File: src/rtl/dma_controller.sv
// Multi-channel DMA controller: borrows the bus via HLDR/HLDA, serves busy channels
// round-robin, moves one word per READ/WRITE pair and at most BURST words per tenure.

module dma_channel #(
    parameter int AW = 8
) (
    input  logic          clock,
    input  logic          reset_n,
    input  logic          start_i,
    input  logic          blocked_i,
    input  logic [AW-1:0] src_i,
    input  logic [AW-1:0] dst_i,
    input  logic [AW-1:0] len_i,
    input  logic          inc_i,
    input  logic          fin_i,
    output logic          busy_o,
    output logic          zero_o,
    output logic [AW-1:0] src_o,
    output logic [AW-1:0] dst_o,
    output logic [AW-1:0] len_o,
    output logic [AW-1:0] idx_o
);
    logic          busy_q;
    logic [AW-1:0] src_q, dst_q, len_q, idx_q;
    logic          accept;

    // blocked_i covers a start landing in the same cycle as this channel's done pulse
    assign accept = start_i && !busy_q && !blocked_i;
    assign zero_o = accept && (len_i == '0);

    always_ff @(posedge clock or negedge reset_n) begin
        if (!reset_n) begin
            busy_q <= 1'b0;
            src_q  <= '0;
            dst_q  <= '0;
            len_q  <= '0;
            idx_q  <= '0;
        end else if (accept) begin
            busy_q <= (len_i != '0);
            src_q  <= src_i;
            dst_q  <= dst_i;
            len_q  <= len_i;
            idx_q  <= '0;
        end else begin
            if (inc_i) idx_q <= idx_q + AW'(1);
            if (fin_i) busy_q <= 1'b0;
        end
    end

    assign busy_o = busy_q;
    assign src_o  = src_q;
    assign dst_o  = dst_q;
    assign len_o  = len_q;
    assign idx_o  = idx_q;
endmodule

module dma_controller #(
    parameter int DW    = 8,
    parameter int AW    = 8,
    parameter int NCH   = 2,
    parameter int BURST = 4
) (
    input  logic              clock,
    input  logic              reset_n,
    input  logic [NCH-1:0]    start,
    input  logic [NCH*AW-1:0] src,
    input  logic [NCH*AW-1:0] dst,
    input  logic [NCH*AW-1:0] len,
    output logic              HLDR,
    input  logic              HLDA,
    output logic [AW-1:0]     AB,
    output logic [DW-1:0]     DB_out,
    input  logic [DW-1:0]     DB_in,
    output logic              rd,
    output logic              we,
    output logic [NCH-1:0]    busy,
    output logic [NCH-1:0]    done
);
    localparam int CHW = (NCH > 1) ? $clog2(NCH) : 1;
    localparam int CW  = $clog2(BURST + 1);

    typedef enum logic [2:0] {IDLE, REQ, READ, WRITE, GAP} state_e;

    state_e         state_q, state_d;
    logic [CHW-1:0] ch_q, ch_d, rr_q, rr_d;
    logic [CW-1:0]  cnt_q, cnt_d;
    logic           hldr_q, hldr_d, rd_q, rd_d, we_q, we_d;
    logic [AW-1:0]  ab_q, ab_d;
    logic [DW-1:0]  db_q, db_d;
    logic [NCH-1:0] done_q, done_d;

    logic [NCH-1:0][AW-1:0] src_c, dst_c, len_c, idx_c;
    logic [NCH-1:0]         busy_c, zero_c, inc_c, fin_c;

    for (genvar g = 0; g < NCH; g++) begin : g_ch
        dma_channel #(.AW(AW)) u_ch (
            .clock     (clock),
            .reset_n   (reset_n),
            .start_i   (start[g]),
            .blocked_i (done_q[g]),
            .src_i     (src[g*AW +: AW]),
            .dst_i     (dst[g*AW +: AW]),
            .len_i     (len[g*AW +: AW]),
            .inc_i     (inc_c[g]),
            .fin_i     (fin_c[g]),
            .busy_o    (busy_c[g]),
            .zero_o    (zero_c[g]),
            .src_o     (src_c[g]),
            .dst_o     (dst_c[g]),
            .len_o     (len_c[g]),
            .idx_o     (idx_c[g])
        );
    end

    logic [AW-1:0]  idx_nx;
    logic           last_w, burst_end, rel;
    logic           pick_vld;
    logic [CHW-1:0] pick, cand;

    assign idx_nx    = idx_c[ch_q] + AW'(1);
    assign last_w    = (idx_nx == len_c[ch_q]);
    assign burst_end = (cnt_q == CW'(BURST - 1));
    assign rel       = last_w || burst_end || !HLDA;

    // rr_q names the first channel to consider; it moves past whichever channel wins
    always_comb begin
        pick_vld = 1'b0;
        pick     = '0;
        cand     = '0;
        for (int i = 0; i < NCH; i++) begin
            cand = CHW'((int'(rr_q) + i) % NCH);
            if (!pick_vld && busy_c[cand]) begin
                pick_vld = 1'b1;
                pick     = cand;
            end
        end
    end

    always_ff @(posedge clock or negedge reset_n) begin
        if (!reset_n) begin
            state_q <= IDLE;
            ch_q    <= '0;
            rr_q    <= '0;
            cnt_q   <= '0;
            hldr_q  <= 1'b0;
            rd_q    <= 1'b0;
            we_q    <= 1'b0;
            ab_q    <= '0;
            db_q    <= '0;
            done_q  <= '0;
        end else begin
            state_q <= state_d;
            ch_q    <= ch_d;
            rr_q    <= rr_d;
            cnt_q   <= cnt_d;
            hldr_q  <= hldr_d;
            rd_q    <= rd_d;
            we_q    <= we_d;
            ab_q    <= ab_d;
            db_q    <= db_d;
            done_q  <= done_d;
        end
    end

    always_comb begin
        state_d = state_q;
        ch_d    = ch_q;
        rr_d    = rr_q;
        cnt_d   = cnt_q;
        case (state_q)
            IDLE: if (pick_vld) begin
                state_d = REQ;
                ch_d    = pick;
                rr_d    = CHW'((int'(pick) + 1) % NCH);
                cnt_d   = '0;
            end
            REQ:   if (HLDA) state_d = READ;
            READ:  state_d = WRITE;
            WRITE: begin
                cnt_d   = cnt_q + CW'(1);
                state_d = rel ? GAP : READ;
            end
            GAP:     state_d = IDLE;
            default: state_d = IDLE;
        endcase
    end

    // Outputs are computed for the state being entered, so the registered strobes line
    // up with the state; DB_in is captured on the edge that closes the READ cycle.
    always_comb begin
        hldr_d = 1'b0;
        rd_d   = 1'b0;
        we_d   = 1'b0;
        ab_d   = '0;
        db_d   = '0;
        inc_c  = '0;
        fin_c  = '0;
        case (state_q)
            IDLE, GAP: hldr_d = |busy_c;
            REQ: begin
                hldr_d = 1'b1;
                if (HLDA) begin
                    rd_d = 1'b1;
                    ab_d = src_c[ch_q] + idx_c[ch_q];
                end
            end
            READ: begin
                hldr_d = 1'b1;
                we_d   = 1'b1;
                ab_d   = dst_c[ch_q] + idx_c[ch_q];
                db_d   = DB_in;
            end
            WRITE: begin
                inc_c[ch_q] = 1'b1;
                fin_c[ch_q] = last_w;
                if (!rel) begin
                    hldr_d = 1'b1;
                    rd_d   = 1'b1;
                    ab_d   = src_c[ch_q] + idx_nx;
                end
            end
            default: hldr_d = 1'b0;
        endcase
        done_d = zero_c | fin_c;
    end

    assign HLDR   = hldr_q;
    assign rd     = rd_q;
    assign we     = we_q;
    assign AB     = ab_q;
    assign DB_out = db_q;
    assign busy   = busy_c;
    assign done   = done_q;
endmodule

File: config.mk
export PLATFORM = sky130hd
export DESIGN_NAME = dma_controller
export DESIGN_NICKNAME = d
export VERILOG_FILES = /design/src/rtl/dma_controller.sv
export SDC_FILE = /design/constraint.sdc
export NUM_CORES = 1
export LEC_CHECK = 0
export ABC_AREA = 0
export CORE_MARGIN = 3
export CORE_UTILIZATION = 40
export CTS_BUF_LIST = sky130_fd_sc_hd__clkbuf_4 sky130_fd_sc_hd__clkbuf_8
export CTS_CLUSTER_DIAMETER = 100
export DETAILED_ROUTE_END_ITERATION = 8
export PLACE_DENSITY = 0.64
export SLEW_MARGIN = 20
export SYNTH_ARGS = -nofsm -noshare
export SYNTH_HDL_FRONTEND = slang
export SYNTH_SLANG_ARGS = --single-unit
File: constraint.sdc
create_clock -name clock -period 9.85 [get_ports clock]
set_input_delay 0.985 -clock clock [delete_from_list [all_inputs] [get_ports clock]]
set_output_delay 0.985 -clock clock [all_outputs]
set_load 0.1 [all_outputs]
* Word-level counts from Yosys, hierarchy flattened
Cells that the tools add are included.
Storage, ports and cells: register bits after elaboration 95
Operators by class: bitwise operators 2, add/sub/neg operators 9, multiplexer cells 43, magnitude comparators 4, eq/ne operators 8, reduce and logical (&&, ||, !) cells 32
Operator list (count):
- $mux 8 | 15
- $add 8x1->8 const B | 3
- $add 8x8->8 | 3
- $pmux 8 s3 | 1
- $logic_not 8->1 | 2
- $mux 1 | 16
- $reduce_bool 8->1 | 2
- $mux 3 | 4
- $pmux 3 s4 | 1
- $reduce_bool 2->1 | 5
- $eq 3x2->1 const B | 3
- $eq 8x8->1 | 1
- $logic_and 1x1->1 | 8
- $logic_not 1->1 | 6
- $lt 1x2->1 const B | 3
- $pmux 3 s2 | 1
- $reduce_and 2->1 | 3
- $reduce_or 2->1 | 3
- $mux 2 | 2
- $ne 2x2->1 const B | 2
- $add 3x1->3 const B | 1
- $eq 3x1->1 const B | 1
- $eq 3x3->1 const B | 1
- $logic_not 3->1 | 1
- 8 further kinds | 10

* Longest topological paths before layout
Gate-level depths: netlist (run 1).
depth in word-level cells 8, depth in mapped cells 16, mapped depth without buffers 12

* Cells and area by module
From an unflattened synthesis (run 1), not the netlist that was laid out.
Unflattened totals: cell total of the unflattened synthesis 573, area, all modules 5664.2 um^2
Modules (own cells, without submodules):
- dma_controller | cells an instance 279, instances 1, area each 2879.0 um^2
- dma_channel | cells an instance 147, instances 2, area each 1392.6 um^2

* Least setup slack after synthesis (run 1)
OpenSTA, ideal clock, no wires.
path type reg-to-reg, start register ch_q, end register ab_q[7] (netlist: AB[7]), arrival time 3458 ps, setup time 127 ps, setup slack 6265 ps, cell stages (with the launch flop) 15, clock period less this slack 3585 ps, path through dfrtp_1 > buf_6 > clkbuf_8 > buf_2 > buf_1 > mux2_2 > ha_1 > ha_1 > a21o_1 > a21o_2 > a21oi_1 > nor2b_1 > o41a_1 > xnor2_1 > o21ai_1
Between the ends: cells in the longest elaborated chain, start to end 8, elaborated cells between the ends (all ways) 18
RTL lines:
- start, declared | RTL line 85 | logic [CHW-1:0] ch_q, ch_d, rr_q, rr_d;
- start signal, assigned | RTL line 153 | ch_q <= ch_d;
- branches (longest 7 deep; another with $add 8x1->8)
- $pmux 8 s3 (*) | RTL line 198 | case (state_q)
- named net ab_d[7] | RTL line 88 | logic [AW-1:0] ab_q, ab_d;
- end signal, assigned | RTL line 148 | ab_q <= '0;
- end signal, assigned | RTL line 159 | ab_q <= ab_d;
- end, declared | RTL line 88
Mark *: on every way through the listed nets, which the timed path passes. The select of a mux whose other input is x is not followed. A chain may end at the register's enable or synchronous reset.

* Final worst setup path (run 1)
Same ends and word-level chain as after synthesis.

==> results of run 1 <==
## cells in the final DEF (no fill, tap or decap), types with 4 or more instances in the layout
| master | synthesis | routed |
|---|---|---|
| ha_1 | 27 | 27 |
| a22oi_1 | 9 | 9 |
| mux2_2 | 63 | 63 |
| nor3_1 | 5 | 4 |
| inv_1 | 17 | 17 |
| a21oi_1 | 20 | 20 |
| and3_1 | 10 | 10 |
| clkdlybuf4s50_1 | 0 | 82 |
| a21o_1 | 8 | 8 |
| buf_4 | 5 | 5 |
| o21bai_1 | 4 | 4 |
| nand3_1 | 10 | 10 |
| o21ai_0 | 9 | 9 |
| clkbuf_8 | 4 | 9 |
| xor2_1 | 25 | 25 |
| nor4_1 | 4 | 4 |
| nor2_1 | 30 | 30 |
| dfrtp_1 | 95 | 95 |
| mux2i_1 | 12 | 12 |
| o21ai_1 | 6 | 6 |
| nand2_1 | 18 | 18 |
| xnor2_1 | 29 | 29 |
| a31oi_1 | 4 | 4 |
| nand4_1 | 7 | 7 |
## cells by family after synthesis
group	synth area share [%]
and+or+nand+nor	10.8
xor gates and xnor gates	9.50
DFF	43.6
AOI/OAI and AO/OA	9.59
adders and majority gates	7.30
muxes	15.2
buffers and inverters	4.02
## area by class of cell
class	instances	area (µm²)	area share (%)
clock buffers	9	124	1.87
clock inverters	7	119	1.79
inverters	18	67.6	1.02
multi-input cells	343	2870	43.3
flip-flops and latches	95	2380	35.8
well taps	176	220	3.32
repair buffers	87	858	12.9
## per-stage QoR
step	hold WS, ns	area, µm²	worst slack (ns)	utilization, %	total power [W]
finish	0.463	6640	6.57	49.9	0.00243
floorplan	0.450	5450	6.27	-	0.00182
global route	0.455	6640	6.38	49.9	0.00263
global placement	0.465	6390	6.67	48.1	0.00211
detailed placement	0.482	6390	6.58	48.1	0.00213
CTS	0.449	6640	6.57	49.9	0.00246
## state kept, by name (all words and copies together), names as in the netlist
register and count:
cnt_q 3, we 1, rr_q 1, g_ch.u_ch.busy_o 2
state_q 3, rd 1, ch_q 1, g_ch.u_ch.idx_o 16
g_ch.u_ch.len_o 16, AB 8, done 2, g_ch.u_ch.dst_o 16
g_ch.u_ch.src_o 16, HLDR 1, DB_out 8
## metal layers
| metal | global-route usage, % | up-vias | share of wire [%] |
|---|---|---|---|
| met4 | 5.39 | 0 | 1.7 |
| li1 | - | 1847 | - |
| met1 | 22.5 | 1886 | 46 |
| met2 | 28.5 | 85 | 48 |
| met5 | 0 | - | 0 |
| met3 | 3.92 | 16 | 4.4 |
## worst min path at each step
stage	start	to	slack, ns	cells past startpoint
after floorplan	cnt_q[2]	cnt_q[2]	0.45	2
after global placement	cnt_q[2]	cnt_q[2]	0.47	2
after detailed placement	cnt_q[2]	cnt_q[2]	0.48	2
after CTS	reset_n	g_ch[0].u_ch.len_o[3]	0.45	1
after global routing	reset_n	g_ch[0].u_ch.len_o[3]	0.46	1
final	reset_n	g_ch[0].u_ch.src_o[7]	0.46	1
## power by group
group,total (W),internal [W],switching [W]
Sequential,0.000687,0.000551,0.000135
Clock,0.000309,0.000169,0.000140
Combinational,0.00144,0.000613,0.000824
Total,0.00243,0.00133,0.00110
## critical path, stage by stage, from the launching register on
cell and delay [ns]:
dfrtp_1 0.33, buf_4 0.46, mux2_2 0.48, ha_1 0.37
ha_1 0.30, a21o_1 0.17, a21o_2 0.22, a21oi_1 0.16
nor2b_1 0.08, o41a_1 0.32, xnor2_1 0.17, o21ai_1 0.08
==> results.toml, run 1 <==
[outcome]
status = "finished, final reports clean"

[synthesis]
synth.avg_cell_area_um2 = 11.4
synth_seq_cells = 95
ys_warn_count = 0
synth.area.top_cells = "dfrtp_1 (44%), mux2_2 (13%), ha_1 (6.2%)"
synthArstFlopShare_pct = 100
yosysMostFrequentCell = "dfrtp_1"
yosys.area.top_type = "dfrtp_1"
synth_top_cell_area_share_pct = 43.6
seq_area_frac_synth_pct = 43.6
synthCells = 478
synth-edff-count = 0
syn_area_um2 = 5450
ys_types = 58
synthFlopType = "dfrtp_1"
syn-num-nets = 569
synth_commonest_cells = "dfrtp_1 (95), mux2_2 (63), nor2_1 (30)"

[placement]
globalplace.congestion = 0.849
place_inst = 719
io_buffers = 83
dp_hpwl_mm = 8.95

[sta]
slew_violations = 0
setup_viol = 0
setup_tns_ns = 0
slew_headroom_pct = 34.8
fin_crit_sh_pct = 33.3
max_slew.worst_pin.slew_ns = 0.976
min_period_ns = 3.28
fmax_mhz = 305
finClkSkew_ns = 0.00784
hold_viol = 0
grt_setup_unrepaired = "false"

[routing]
wl_per_cell_um = 16.6
drt-total-wl_mm = 12.2
ant_nets = 0
drtPass1Iterations = 4
drt_iter0_markers = 244
vias_per_cell = 5.22
vias = 3834
route.detailed.drc = 0

[grt]
grt_max_degree = 77
grt_overflow = 0
antenna_found_initial = 0
grt_pass1_vias = 3962
grt_pass1_wl_mm = 20.1
grt_usage_pct = 17.2

[clock_network]
numCtsBuffers = 9
clock_latency_ns = 0.38
path_clk_slew_ns = 0.09
cts_resized = 0
htree_levels = 3
post-cts-setup-buffers = 0
cts_tree = "done"
clkSinkCount = 95
cts_hold_buf = 0
cts_buffer_depth = 2
cts-root-buf = "clkbuf_8"

[critical_path]
r2r_start = "ch_q"
required_ns = 10.11
reg2regPathDepth = 11
worst-r2r-setup-slack_ns = 6.57
path_class = "flop to flop"
cp-start-kind = "flop"
worstPathArrival_ns = 3.53
crit_path_start = "ch_q"
worstPathMaxFanout = 41
worstSetupEndpoint = "AB[7]"
r2r-end = "AB[7]"
endpoint_kind = "flop"

[final_layout]
syn2layout_area_growth_pct = 21.7
fin_nets = 645
nFillCells = 1214
drive_above_1_share_pct = 18.4
fin_cells = 735
diodes = 0

[power_and_ir_drop]
leakagePower_nw = 2.97
ir_drop_mv = 0.133
powerDensity_nw_per_um2 = 366

[floorplanning]
die-area_um2 = 15100
std_cell_rows = 42
core_region_area_um2 = 13300
io_pins = 84
fp.dieH_um = 123
die_w_um = 123
initial_core_util_pct = 41.0

[worst_hold_path]
hold_class = "primary input to async pin"

[run]
drv_cap = 0
Power figures use the tool's default switching activity.
==> run 2: changes to the inputs <==
- clock period: 9.85 -> 3.3 ns (I/O delays scaled with it)
==> run 2 against run 1 <==
Total power grew to 2.9 times the previous value. Die area is the same. Core utilization is essentially flat. Combinational power grew to 3.0 times the previous value.
==> results.toml, run 2 (synthesized netlist as in run 1, its figures left out) <==
[clock_network]
cts-root-buf = "clkbuf_8"
cts_buffer_depth = 2
cts_hold_buf = 0
cts_tree = "done"
clkSinkCount = 95
numCtsBuffers = 9
post-cts-setup-buffers = 0
cts_resized = 0
clock_latency_ns = 0.38
path_clk_slew_ns = 0.10
htree_levels = 3

[grt]
grt_busiest_layer = "met2"
met1_usage_pct = 22.7
grt_pass1_vias = 3827
grt_overflow = 0
grt_max_degree = 64
grtUsageMet2_pct = 27.1
antenna_found_initial = 0
grt_pass1_wl_mm = 19.7
grt.met3_usage_pct = 4.84
grt_usage_pct = 16.9

[placement]
dp_hpwl_mm = 9.27
io_buffers = 83
post-place-ws_ns = 0.254
place_inst = 726
globalplace.congestion = 0.911
dpl_cell_area_um2 = 6450

[floorplanning]
std_cell_rows = 42
fp.dieH_um = 123
initial_core_util_pct = 41.0
io_pins = 84
die-area_um2 = 15100
die_w_um = 123
core_region_area_um2 = 13300

[sta]
fmax_mhz = 334
slew_violations = 0
setup_viol = 0
hold_viol = 0
worst_slack_ns = 0.306
fin_crit_sh_pct = 90.7
whs_ns = 0.0230
max_slew.worst_pin.slew_ns = 0.989
min_period_ns = 2.99
grt_setup_unrepaired = "false"
slew_headroom_pct = 33.9
setup_tns_ns = 0
finClkSkew_ns = 0.00717

[power_and_ir_drop]
powerDensity_nw_per_um2 = 1080
ir_drop_mv = 0.409
leakagePower_nw = 2.99

[final_layout]
fin_cells = 742
final_common_cell = "dfrtp_1"
most-common-layout-cells = "dfrtp_1 (95), clkdlybuf4s50_1 (82), mux2_2 (62), nor2_1 (30), xnor2_1 (29)"
ff_latch_area_um2 = 2380
nFillCells = 1197
diodes = 0
syn2layout_area_growth_pct = 21.7
drive_above_1_share_pct = 19.3
fin_area_um2 = 6630
multi_input_area_um2 = 2870
fin_nets = 652

[routing]
ant_nets = 0
drt-total-wl_mm = 12.2
wl_per_cell_um = 16.4
vias = 3827
vias_per_cell = 5.16
drtPass1Iterations = 4
drt_iter0_markers = 202
route.detailed.drc = 0

[critical_path]
cp-start-kind = "flop"
required_ns = 3.57
worstPathArrival_ns = 3.26
path_class = "flop to flop"
crit_path_start = "ch_q"
endpoint_kind = "flop"
r2r_start = "ch_q"
worstPathMaxFanout = 19
reg2regPathDepth = 9

[worst_hold_path]
hold_class = "primary input to async pin"

[run]
drv_cap = 0

[outcome]
status = "finished, final reports clean"
-- run 2: routing by layer --
metal / vias to the layer above / part of all wire (%)
li1: 1858 / -
met1: 1870 / 47
met2: 89 / 47
met3: 10 / 5.4
met4: 0 / 1.1
met5: - / 0
-- run 2: worst paths after layout --
check                      slack (ns)               endpoint
max in group asynchronous        2.50  g_ch[0].u_ch.len_o[7]
setup reg to reg                 0.31                  AB[7]
hold reg to reg                  0.50                   rr_q
hold / removal                   0.02  g_ch[1].u_ch.src_o[2]
setup / recovery                 0.31                  AB[7]
min in group clock               0.50                   rr_q
-- run 2: power breakdown --
| part | total, W | leakage [nW] | switching (W) | internal, W |
|---|---|---|---|---|
| Combinational | 0.00434 | 1.70 | 0.00246 | 0.00188 |
| Sequential | 0.00206 | 1.19 | 0.000417 | 0.00165 |
| Clock | 0.000737 | 0.0899 | 0.000447 | 0.000289 |
-- run 2: worst max-delay path: stages, from the launching register on --
cell and delay (ns):
dfrtp_1 0.55, buf_4 0.33, mux2i_1 0.46, inv_1 0.17, ha_1 0.38, a2111oi_0 0.44
o21bai_1 0.15, xnor2_1 0.15, a22oi_1 0.15, o21ai_1 0.10
-- run 2: layout make-up --
class	count	share of cell area (%)
inverter	18	1.02
clock buffer	9	1.87
sequential	95	35.8
clock inverter	7	0.962
multi-input combinational	343	43.3
tap	176	3.32
timing repair buffer	94	13.7
-- run 2: per-stage QoR --
step / utilization [%] / power [W]
detailed placement: 48.5 / 0.00642
global placement: 48.5 / 0.00631
CTS: 49.9 / 0.00719
global route: 49.9 / 0.00772
finish: 49.9 / 0.00714
floorplan: - / 0.00544
